==> src/rtl/mips_pkg.sv <==
// Shared definitions for the fetch front end: opcodes, fetch FSM encoding, NOP word.
package mips_pkg;

  localparam logic [5:0]  OP_RTYPE = 6'b000000;
  localparam logic [5:0]  OP_J     = 6'b000010;
  localparam logic [5:0]  OP_JAL   = 6'b000011;
  localparam logic [31:0] NOP_WORD = 32'h0000_0000;

  typedef enum logic [2:0] {
    FS_IDLE = 3'd0,
    FS_REQ  = 3'd1,
    FS_WAIT = 3'd2,
    FS_HOLD = 3'd3,
    FS_DROP = 3'd4
  } fetch_state_t;

  function automatic logic is_jump(input logic [31:0] word);
    return (word[31:26] == OP_J) || (word[31:26] == OP_JAL);
  endfunction

endpackage

==> src/rtl/fetch_hold_buffer.sv <==
// One-entry word+pc register that parks a fetched word while the IF/ID register is stalled.
module fetch_hold_buffer
  import mips_pkg::*;
(
  input  logic        clk,
  input  logic        rst_n,
  input  logic        load,
  input  logic        drain,
  input  logic        clear,
  input  logic [31:0] word_in,
  input  logic [31:0] pc_in,
  output logic        valid,
  output logic [31:0] word,
  output logic [31:0] pc
);

  always_ff @(posedge clk or negedge rst_n) begin
    if (!rst_n) begin
      valid <= 1'b0;
      word  <= NOP_WORD;
      pc    <= 32'h0;
    end else if (clear) begin
      valid <= 1'b0;
    end else if (load) begin
      valid <= 1'b1;
      word  <= word_in;
      pc    <= pc_in;
    end else if (drain) begin
      valid <= 1'b0;
    end
  end

endmodule

==> src/rtl/instr_fetch_stage.sv <==
// Instruction fetch stage: owns the PC, fetches over a req/rsp handshake, fills IF/ID.
// Optional INSTR_FETCH_EARLY_JUMP_EN: J/JAL targets are followed at fetch time.
module instr_fetch_stage
  import mips_pkg::*;
#(
  parameter logic [31:0] RESET_PC = 32'h0000_0000
) (
  input  logic        clk,
  input  logic        rst_n,
  output logic        imem_req_valid,
  output logic [31:0] imem_req_addr,
  input  logic        imem_req_ready,
  input  logic        imem_rsp_valid,
  input  logic [31:0] imem_rsp_data,
  input  logic        redirect_valid,
  input  logic [31:0] redirect_pc,
  input  logic        stall,
  output logic        if_valid,
  output logic [31:0] if_instruction,
  output logic [31:0] if_pc,
  output logic [31:0] if_pc_plus4
);

  localparam logic [31:0] PC_ALIGN = 32'hFFFF_FFFC;

  fetch_state_t state;
  logic [31:0]  pc;
  logic [31:0]  pc_plus4;
  logic [31:0]  next_pc;
  logic         ifid_free;
  logic         hold_load, hold_drain;
  logic         hold_valid;
  logic [31:0]  hold_word, hold_pc;

  assign pc_plus4  = pc + 32'd4;
  assign ifid_free = !if_valid || !stall;

`ifdef INSTR_FETCH_EARLY_JUMP_EN
  assign next_pc = is_jump(imem_rsp_data) ?
                   {pc_plus4[31:28], imem_rsp_data[25:0], 2'b00} : pc_plus4;
`else
  assign next_pc = pc_plus4;
`endif

  // Request side decodes straight from registers, so stall/redirect never reach it.
  assign imem_req_valid = (state == FS_REQ);
  assign imem_req_addr  = pc;

  assign hold_load  = !redirect_valid && (state == FS_WAIT) && imem_rsp_valid && !ifid_free;
  assign hold_drain = !redirect_valid && (state == FS_HOLD) && !stall && hold_valid;

  fetch_hold_buffer u_hold (
    .clk     (clk),
    .rst_n   (rst_n),
    .load    (hold_load),
    .drain   (hold_drain),
    .clear   (redirect_valid),
    .word_in (imem_rsp_data),
    .pc_in   (pc),
    .valid   (hold_valid),
    .word    (hold_word),
    .pc      (hold_pc)
  );

  always_ff @(posedge clk or negedge rst_n) begin
    if (!rst_n) begin
      state          <= FS_IDLE;
      pc             <= RESET_PC & PC_ALIGN;
      if_valid       <= 1'b0;
      if_instruction <= NOP_WORD;
      if_pc          <= 32'h0;
      if_pc_plus4    <= 32'h0;
    end else if (redirect_valid) begin
      pc       <= redirect_pc & PC_ALIGN;
      if_valid <= 1'b0;
      // An accepted request whose response is still outstanding must be drained first.
      if ((state == FS_WAIT && !imem_rsp_valid) || (state == FS_REQ && imem_req_ready))
        state <= FS_DROP;
      else
        state <= FS_REQ;
    end else begin
      if (if_valid && !stall) if_valid <= 1'b0;
      case (state)
        FS_IDLE: state <= FS_REQ;
        FS_REQ:  if (imem_req_ready) state <= FS_WAIT;
        FS_WAIT: begin
          if (imem_rsp_valid) begin
            pc <= next_pc;
            if (ifid_free) begin
              if_valid       <= 1'b1;
              if_instruction <= imem_rsp_data;
              if_pc          <= pc;
              if_pc_plus4    <= pc_plus4;
              state          <= FS_REQ;
            end else begin
              state <= FS_HOLD;
            end
          end
        end
        FS_HOLD: begin
          if (hold_drain) begin
            if_valid       <= 1'b1;
            if_instruction <= hold_word;
            if_pc          <= hold_pc;
            if_pc_plus4    <= hold_pc + 32'd4;
            state          <= FS_REQ;
          end
        end
        FS_DROP: if (imem_rsp_valid) state <= FS_REQ;
        default: state <= FS_IDLE;
      endcase
    end
  end

endmodule

==> config.mk <==
export PLATFORM = sky130hd
export DESIGN_NAME = instr_fetch_stage
export DESIGN_NICKNAME = d
export VERILOG_FILES = /design/src/rtl/mips_pkg.sv /design/src/rtl/fetch_hold_buffer.sv /design/src/rtl/instr_fetch_stage.sv
export SDC_FILE = /design/constraint.sdc
export NUM_CORES = 1
export LEC_CHECK = 0
export CAP_MARGIN = 10
export CORE_ASPECT_RATIO = 1.25
export CORE_MARGIN = 3
export CORE_UTILIZATION = 57
export DETAILED_ROUTE_END_ITERATION = 16
export HOLD_SLACK_MARGIN = 0.08
export PLACE_DENSITY = 0.83
export SLEW_MARGIN = 25
export SYNTH_ARGS = -nofsm -noshare
export SYNTH_HDL_FRONTEND = slang
export SYNTH_HIERARCHICAL = 1
export SYNTH_SLANG_ARGS = --single-unit
==> constraint.sdc <==
create_clock -name clk -period 3.5 [get_ports clk]
set_input_delay 0.7 -clock clk [delete_from_list [all_inputs] [get_ports clk]]
set_output_delay 0.7 -clock clk [all_outputs]
set_load 0.005 [all_outputs]
== Word-level counts from Yosys, hierarchy flattened ==
Cells that the tools add are included.

* Output and inout port bits: 130
* Bits of input ports: 70
* Logic and storage cells: 80
* Register bits: 197

* Bitwise gates (word level): 1
* $add $sub $neg: 2
* Equal/unequal tests: 11
* Mux-type cells: 32
* Reductions and logical operators: 25

{| class="wikitable"
|+ Operators by type and width
! operator !! number
|-
| 32-bit two-way mux || 12
|-
| 32-bit one-hot mux with 2 select lines || 3
|-
| 32-bit by 3-bit adder with 32-bit output (second input constant) || 2
|-
| 3-bit two-way mux || 6
|-
| 3-bit one-hot mux with 5 select lines || 1
|-
| 1-bit logical AND || 9
|-
| 3-bit inequality test (second input constant) || 3
|-
| 1-bit two-way mux || 8
|-
| 3-bit by 2-bit equality test with 1-bit output (second input constant) || 2
|-
| 2-bit inequality test (second input constant) || 3
|-
| 2-bit nonzero test || 3
|-
| 1-bit zero test || 5
|-
| 5-bit AND reduction || 1
|-
| 2-bit AND reduction || 2
|-
| 4-bit AND reduction || 1
|-
| 3-bit by 1-bit equality test with 1-bit output (second input constant) || 1
|-
| 3-bit equality test (second input constant) || 1
|-
| 3-bit zero test || 1
|-
| 3-bit by 1-bit inequality test with 1-bit output (second input constant) || 1
|-
| 3-bit nonzero test || 1
|-
| 1-bit logical OR || 2
|-
| 2-bit two-way mux || 1
|-
| 1-bit one-hot mux with 2 select lines || 1
|-
| 1-bit NOT || 1
|}

== Depth between registers and ports, before layout ==
Gate-level depths: netlist (run 1).

* Depth after elaboration: 7
* Gate-level depth with buffers: 10
* Gate-level depth less buffers: 7

== Cells and area by module ==
The synthesis (run 1) kept the hierarchy.

{| class="wikitable"
|+ By module, submodules not included
! module !! sequential area each (µm²) !! cells an instance !! instances !! area each (µm²)
|-
| instr_fetch_stage || 3203.1 || 838 || 1 || 7467.2
|-
| fetch_hold_buffer || 1626.6 || 140 || 1 || 2741.4
|}

== Least setup slack after synthesis (run 1) ==
No wires, ideal clock.

* Path type: input -> register
* Start point: in redirect_valid
* End point: reg u_hold.pc[0]
* Setup time: 0.125 ns
* Buffers on the path: 5
* Arrival time: 2.185 ns
* Path slack: 1.190 ns
* Cell stages on the path: 8
* Data required time: 3.375 ns
* Cell sequence: clkbuf_8 -> clkbuf_1 -> clkbuf_8 -> nor3_1 -> nor2b_4 -> buf_12 -> buf_12 -> mux2_4

* Cells in the longest elaborated chain, start to end: 5
* Elaborated cells between the ends (all ways): 6
* Classes of those cells: bitwise: 1; reduce/logical: 5

{| class="wikitable"
|+ Ends and longest elaborated chain
! element !! RTL line !! RTL
|-
| start: declaration || instr_fetch_stage.sv:15 || <nowiki>input logic redirect_valid,</nowiki>
|-
| 1-bit zero test || instr_fetch_stage.sv:49 || <nowiki>assign hold_load = !redirect_valid && (state == FS_WAIT) && imem_rsp_valid && !ifid_free;</nowiki>
|-
| 1-bit logical AND (3 in series) || instr_fetch_stage.sv:49 ||
|-
| named net hold_load || instr_fetch_stage.sv:31 || <nowiki>logic hold_load, hold_drain;</nowiki>
|-
| 2-bit AND reduction (no line) || - ||
|-
| end signal: assignment || fetch_hold_buffer.sv:27 || <nowiki>pc <= pc_in;</nowiki>
|-
| end: declaration || fetch_hold_buffer.sv:14 || <nowiki>output logic [31:0] pc</nowiki>
|}

The timed path passes the listed nets, and every way through them passes these cells.
A chain may end at the register's enable or synchronous reset.

== Worst setup path in the final report (run 1) ==
* Start point: reg pc[2] (netlist: imem_req_addr[2])
* End point: reg if_pc_plus4[26]

* Cells in the longest elaborated chain, start to end: 4

{| class="wikitable"
|+ Ends and longest elaborated chain
! element !! RTL line !! RTL
|-
| start: declaration || instr_fetch_stage.sv:27 || <nowiki>logic [31:0] pc;</nowiki>
|-
| start signal: assignment || instr_fetch_stage.sv:68 || <nowiki>pc <= RESET_PC & PC_ALIGN;</nowiki>
|-
| start signal: assignment || instr_fetch_stage.sv:74 || <nowiki>pc <= redirect_pc & PC_ALIGN;</nowiki>
|-
| start signal: assignment || instr_fetch_stage.sv:88 || <nowiki>pc <= next_pc;</nowiki>
|-
| 32-bit by 3-bit adder with 32-bit output || instr_fetch_stage.sv:35 || <nowiki>assign pc_plus4 = pc + 32'd4;</nowiki>
|-
| 32-bit two-way mux || instr_fetch_stage.sv:89 || <nowiki>if (ifid_free) begin</nowiki>
|-
| 32-bit two-way mux || instr_fetch_stage.sv:87 || <nowiki>if (imem_rsp_valid) begin</nowiki>
|-
| 32-bit one-hot mux with 2 select lines || instr_fetch_stage.sv:83 || <nowiki>case (state)</nowiki>
|-
| end signal: assignment || instr_fetch_stage.sv:93 || <nowiki>if_pc_plus4 <= pc_plus4;</nowiki>
|-
| end signal: assignment || instr_fetch_stage.sv:105 || <nowiki>if_pc_plus4 <= hold_pc + 32'd4;</nowiki>
|-
| end: declaration || instr_fetch_stage.sv:21 || <nowiki>output logic [31:0] if_pc_plus4</nowiki>
|}

Every way passes these cells. The select of a mux whose other input is x is not followed.

==> results of run 1 <==
-- cells in the mapped netlist (2+ instances only) --
library cell	n	area, µm²
nor2b_4	2	27.5
and2_1	6	37.5
nor4_1	10	62.6
dfrtp_1	193	4830
mux2_4	60	901
buf_2	15	75.1
nand3_1	26	130
buf_12	7	140
nor2_1	37	139
nor3_1	16	80.1
nand4_1	15	93.8
clkbuf_1	28	105
o21ai_0	125	626
clkbuf_8	10	138
and3_1	10	62.6
buf_4	8	60.1
xor2_1	32	280
xnor2_1	51	447
inv_1	10	37.5
a211oi_1	2	15.0
mux2_2	6	67.6
mux2i_1	72	721
or3_1	2	12.5
a21oi_1	21	105
ha_1	2	25.0
nand2_1	178	668
nor4_2	2	25.0
o21ai_1	5	25.0
-- how the worst min path moves through the flow --
stage | slack [ps] | end | cells past startpoint | from
5_1_grt | 340 | if_instruction[21] | 1 | rst_n
3_5_place_dp | 470 | if_pc[27] | 2 | if_pc[27]
4_1_cts | 320 | u_hold/word[19] | 1 | rst_n
3_3_place_gp | 460 | if_instruction[4] | 2 | if_instruction[4]
6_report | 310 | if_instruction[21] | 1 | rst_n
2_1_floorplan | 400 | if_instruction[0] | 0 | rst_n
-- final cells by class --
class / count / area share [%]
sequential: 193 / 38.0
tap: 224 / 2.20
multi-input combinational: 705 / 37.7
timing repair buffer: 209 / 16.7
inverter: 10 / 0.295
clock buffer: 20 / 3.51
clock inverter: 12 / 1.60
-- per-stage QoR --
step / instance area (µm²) / std cells / hold WS (ps) / util, %
2_1_floorplan: 10200 / 981 / 404 / -
6_report: 12700 / 1373 / 312 / 72.7
4_1_cts: 12700 / 1373 / 316 / 72.6
3_5_place_dp: 12100 / 1341 / 469 / 68.9
3_3_place_gp: 12100 / 1341 / 460 / 68.9
5_1_grt: 12700 / 1373 / 343 / 72.7
-- power by group --
part / internal, mW / switching [mW] / total, mW / leakage, nW
Clock: 1.29 / 0.861 / 2.15 / 0.307
Sequential: 2.74 / 0.391 / 3.13 / 2.54
Combinational: 1.31 / 0.926 / 2.24 / 2.71
Total: 5.35 / 2.18 / 7.53 / 5.57
-- critical path: cells and delay by family (launching register included) --
kind	cells	cell delay, ps
and+or+nand+nor	3	1260
muxes	1	210
adders and majority gates	1	350
DFF	1	510
AOI/OAI and AO/OA	1	80
xor gates and xnor gates	1	150
-- per-layer routing --
metal	global-route usage (%)	wire length, µm	vias up
met5	0	0	-
met4	9.45	740	0
met3	4.32	1300	53
met2	41.9	12200	293
met1	35.4	10900	3793
li1	-	-	3660
-- logic make-up after synthesis --
family	count (synthesis)	share of synthesized area (%)
and+or+nand+nor	318	14.6
DFF	193	47.3
AOI/OAI and AO/OA	160	8.10
muxes	138	16.5
xor gates and xnor gates	83	7.12
buffers and inverters	83	6.04
adders and majority gates	2	0.245
other	1	0.0367
-- state kept, by name, summed over array words and instances, names as in the netlist --
name and count:
state 3, if_valid 1, u_hold/word 32, if_pc_plus4 30, if_instruction 32, if_pc 32
u_hold/pc 32, u_hold/valid 1, imem_req_addr 30
==> reports/metrics.cfg, run 1 <==
[grt]
grt_max_degree = 84
antenna_found_initial = 0
grt_usage_pct = 25.8
grt_first_pass_wirelength_mm = 40.8
grt_overflow_total = 0
first_global_vias = 7786

[clock_tree]
cts_setup_buffers = 0
cts-root-buf = clkbuf_16
cts_hold_buffers = 0
ctsLongestPathBuffers = 2
path_clk_slew_ps = 70
cts_num_sinks = 193
ctsHtreeMaxLevel = 4
clk_latency_ps = 430
numCtsBuffers = 17
cts.repair.resized = 0
cts_tree = yes

[outcome]
status = completed

[power]
power_leakage_nw = 5.57
p_total_mw = 7.53
peakVddDrop_uv = 389
power.density_mw_per_mm2 = 592

[floorplanning]
coreArea_mm2 = 0.0175
die_w_um = 126
num_rows = 54
ios = 200
fp.dieArea_mm2 = 0.0196
start_util_pct = 58.3
die_h_um = 156

[synth]
syn_inst = 978
async_reset_ff_share_pct = 100
ys.flop_type = dfrtp_1
synth-seq-area-share_pct = 47.3
yosysWarnings = 6
synth_area_per_cell_um2 = 10.4
synth_seq_cells = 193
synth_edf_count = 0
synth_cell_types = 55
netlist_area_mm2 = 0.0102

[cells_and_area]
final_nets = 1208
most-common-layout-cells = dfrtp_1, clkdlybuf4s50_1, nand2_1
antenna_cells = 0
fill_cells = 1269
multi_input_area_mm2 = 0.00480
seqCellArea_mm2 = 0.00483
drive_gt1_share_pct = 11.2
syn_to_final_growth_pct = 24.6

[sta]
fin_crit_sh_pct = 76.8
fin_ws_ps = 813
hold_violations = 0
finClkSkew_ps = 11.7
worstMarginPinSlew_ps = 895
setup_viol = 0
slew_headroom_pct = 39.9
slew_viol_final = 0
rsz0062_at_grt = false
tns_ps = 0
fmax_ghz = 0.372
fin_crit_ps = 2690

[critical_path]
path_max_fanout = 7
critPathCapture = if_pc_plus4[26]
setup.worst_path.start_class = flip-flop
worstReg2RegEnd = if_pc_plus4[26]
r2r_setup_slack_ps = 810
crit_path_end_kind = flip-flop
rr_worst_depth = 7
path_class = reg -> reg
r2r_start = imem_req_addr[2]
arrival_ps = 2980
max_stage_delay_ps = 550
worstPathCellList = ha_1 > nand4_4 > nor4_1 > or4b_1 > xnor2_1 > mux2i_1 > o21ai_1
slowest_stage = nor4_1
cp.required_ps = 3800
crit_start = imem_req_addr[2]

[drt]
drc = 0
ant_nets = 0
drt_iter0_markers = 661
via_per_inst = 5.68
vias = 7799
drt-total-wl_mm = 25.1
first_pass_iters = 5
routedWlPerCell_um = 18.3

[placed_design]
place_congestion = 0.869
pre_cts_ws_ps = 608
port_buffers = 195
place_hpwl_mm = 17.3

[worst_hold_path]
hp-class = in -> async

[job]
drv_cap = 0

(Power assumes the default switching activity.)
==> inputs of run 2 (changes only) <==
CORE_UTILIZATION = 53   (was 57)
PLACE_DENSITY = 0.78   (was 0.83)
clock period = 2.7 ns   (was 3.5 ns; I/O delays follow)
==> reports/metrics.cfg, run 2 (same netlist as run 1, synthesis figures left out) <==
[outcome]
status = completed

[floorplanning]
fp.dieArea_mm2 = 0.0210  ; +7.2%
num_rows = 56  ; +3.7%
die_h_um = 161  ; +3.6%
die_w_um = 130  ; +3.5%
start_util_pct = 54.2  ; -4.2 points
ios = 200  ; unchanged
coreArea_mm2 = 0.0188  ; +7.7%

[clock_tree]
cts_tree = yes
cts-root-buf = clkbuf_16
cts_num_sinks = 193  ; unchanged
ctsLongestPathBuffers = 2  ; unchanged
clk_latency_ps = 430  ; about the same
path_clk_slew_ps = 80  ; about the same
cts_setup_buffers = 0  ; unchanged
ctsHtreeMaxLevel = 4  ; unchanged
numCtsBuffers = 17  ; unchanged

[critical_path]
crit_path_end_kind = flip-flop
r2r_setup_slack_ps = 310  ; -500 ps
arrival_ps = 2700  ; -280 ps
setup.worst_path.start_class = flip-flop
path_class = reg -> reg
cp.required_ps = 3020  ; -780 ps
path_max_fanout = 5  ; -2

[sta]
tns_ps = 0  ; unchanged
finClkSkew_ps = 9.71  ; -1.96 ps
rsz0062_at_grt = false
slew_headroom_pct = 51.8  ; +12 points
fmax_ghz = 0.419  ; +13%
worstMarginPinSlew_ps = 724  ; -171 ps
fin_crit_sh_pct = 88.4  ; +12 points
setup_viol = 0  ; unchanged
hold_violations = 0  ; unchanged
fin_crit_ps = 2390  ; -299 ps
slew_viol_final = 0  ; unchanged

[cells_and_area]
syn_to_final_growth_pct = 26.4
drive_gt1_share_pct = 13.5  ; +2.3 points
most-common-layout-cells = dfrtp_1, clkdlybuf4s50_1, nand2_1
final_nets = 1237  ; +2.4%

[grt]
grt_max_degree = 70  ; -17%
grt_usage_pct = 24.3  ; -1.6 points
grt_overflow_total = 0  ; unchanged
first_global_vias = 7628  ; -2.0%
antenna_found_initial = 1  ; +1
grt_first_pass_wirelength_mm = 40.4  ; -1.1%

[drt]
drt-total-wl_mm = 25.4  ; +1.1%
via_per_inst = 5.54  ; -2.6%
first_pass_iters = 5  ; unchanged
vias = 7810  ; +0.14%
routedWlPerCell_um = 18.0  ; -1.6%
drc = 0  ; unchanged
drt_iter0_markers = 485  ; -27%
ant_nets = 0  ; unchanged

[placed_design]
place_hpwl_mm = 18.4  ; +6.2%
port_buffers = 195  ; unchanged
place_congestion = 0.867  ; -0.23%

[power]
swShare_pct = 30.4  ; +1.4 points
p_int_mw = 6.60  ; +23%
power.density_mw_per_mm2 = 735  ; +24%
power_leakage_nw = 5.70  ; +2.4%
pwr-share-comb_pct = 31.6  ; +1.8 points
clockPowerShare_pct = 26.2  ; -2.4 points
p_total_mw = 9.49  ; +26%
peakVddDrop_uv = 510  ; +31%
p_sw_mw = 2.88  ; +32%
power_frac_seq_pct = 42.1  ; +0.5 points

[worst_hold_path]
hp-class = reg -> reg

[job]
drv_cap = 0  ; unchanged

[run 2: routing by layer]
| layer | wire length (µm) | track usage [%] | share of wire (%) |
|---|---|---|---|
| met4 | 612 | 7.33 | 2.4 |
| met5 | 0 | 0 | 0 |
| met2 | 12500 | 39.8 | 49 |
| met1 | 11200 | 33.1 | 44 |
| met3 | 1160 | 3.94 | 4.6 |
[run 2: area by class of cell]
type | instances | area [µm²]
Antenna cell | 1 | 2.50
Clock buffer | 17 | 425
Clock inverter | 15 | 153
Fill cell | 1493 | 5940
Inverter | 10 | 37.5
Multi-Input combinational cell | 705 | 4790
Sequential cell | 193 | 4830
Tap cell | 232 | 290
Timing Repair Buffer | 238 | 2380
[run 2: critical path, stage by stage (launching register included)]
cell     delay, ps
dfrtp_1        370
ha_1           260
nand4_4        170
nor4_1         430
buf_4          200
or4b_1         450
xnor2_1        160
mux2i_1        160
o21ai_1         80
[run 2: what timing repair did]
| item | CTS | global route |
|---|---|---|
| hold buffers | 1 | 0 |
| gates resized for setup | 0 | 0 |
| endpoints found under the hold margin | 44 | 0 |
[run 2: path summary, 6_finish.rpt]
kind | start | endpoint | depth (start not counted)
hold reg to reg | if_instruction[18] | if_instruction[18] | 2
max in group asynchronous | rst_n | if_instruction[2] | 3
setup reg to reg | imem_req_addr[2] | if_pc_plus4[26] | 8
hold / removal | if_instruction[18] | if_instruction[18] | 2
min in group asynchronous | rst_n | if_instruction[23] | 2
setup / recovery | imem_req_addr[2] | if_pc_plus4[26] | 8
[run 2: power groups by stage]
stage | Sequential (mW) | Combinational, mW | Clock, mW
finish | 4.00 | 3.00 | 2.49
global route | 4.08 | 3.28 | 2.65
CTS | 4.00 | 3.04 | 2.53
detailed placement | 4.06 | 3.02 | 0
global placement | 4.02 | 2.96 | 0
floorplan | 4.03 | 1.13 | 0
[run 2: per-stage QoR]
| stage | cell area, µm² | cells | setup WS [ps] | utilization [%] | hold WS [ps] |
|---|---|---|---|---|---|
| 2_1_floorplan | 10200 | 981 | 473 | - | 244 |
| 3_5_place_dp | 12300 | 1377 | 135 | 65.3 | 469 |
| 4_1_cts | 12900 | 1410 | 288 | 68.5 | 485 |
| 6_report | 12900 | 1411 | 313 | 68.5 | 477 |
| 5_1_grt | 12900 | 1411 | 135 | 68.5 | 507 |
| 3_3_place_gp | 12300 | 1377 | 146 | 65.3 | 460 |
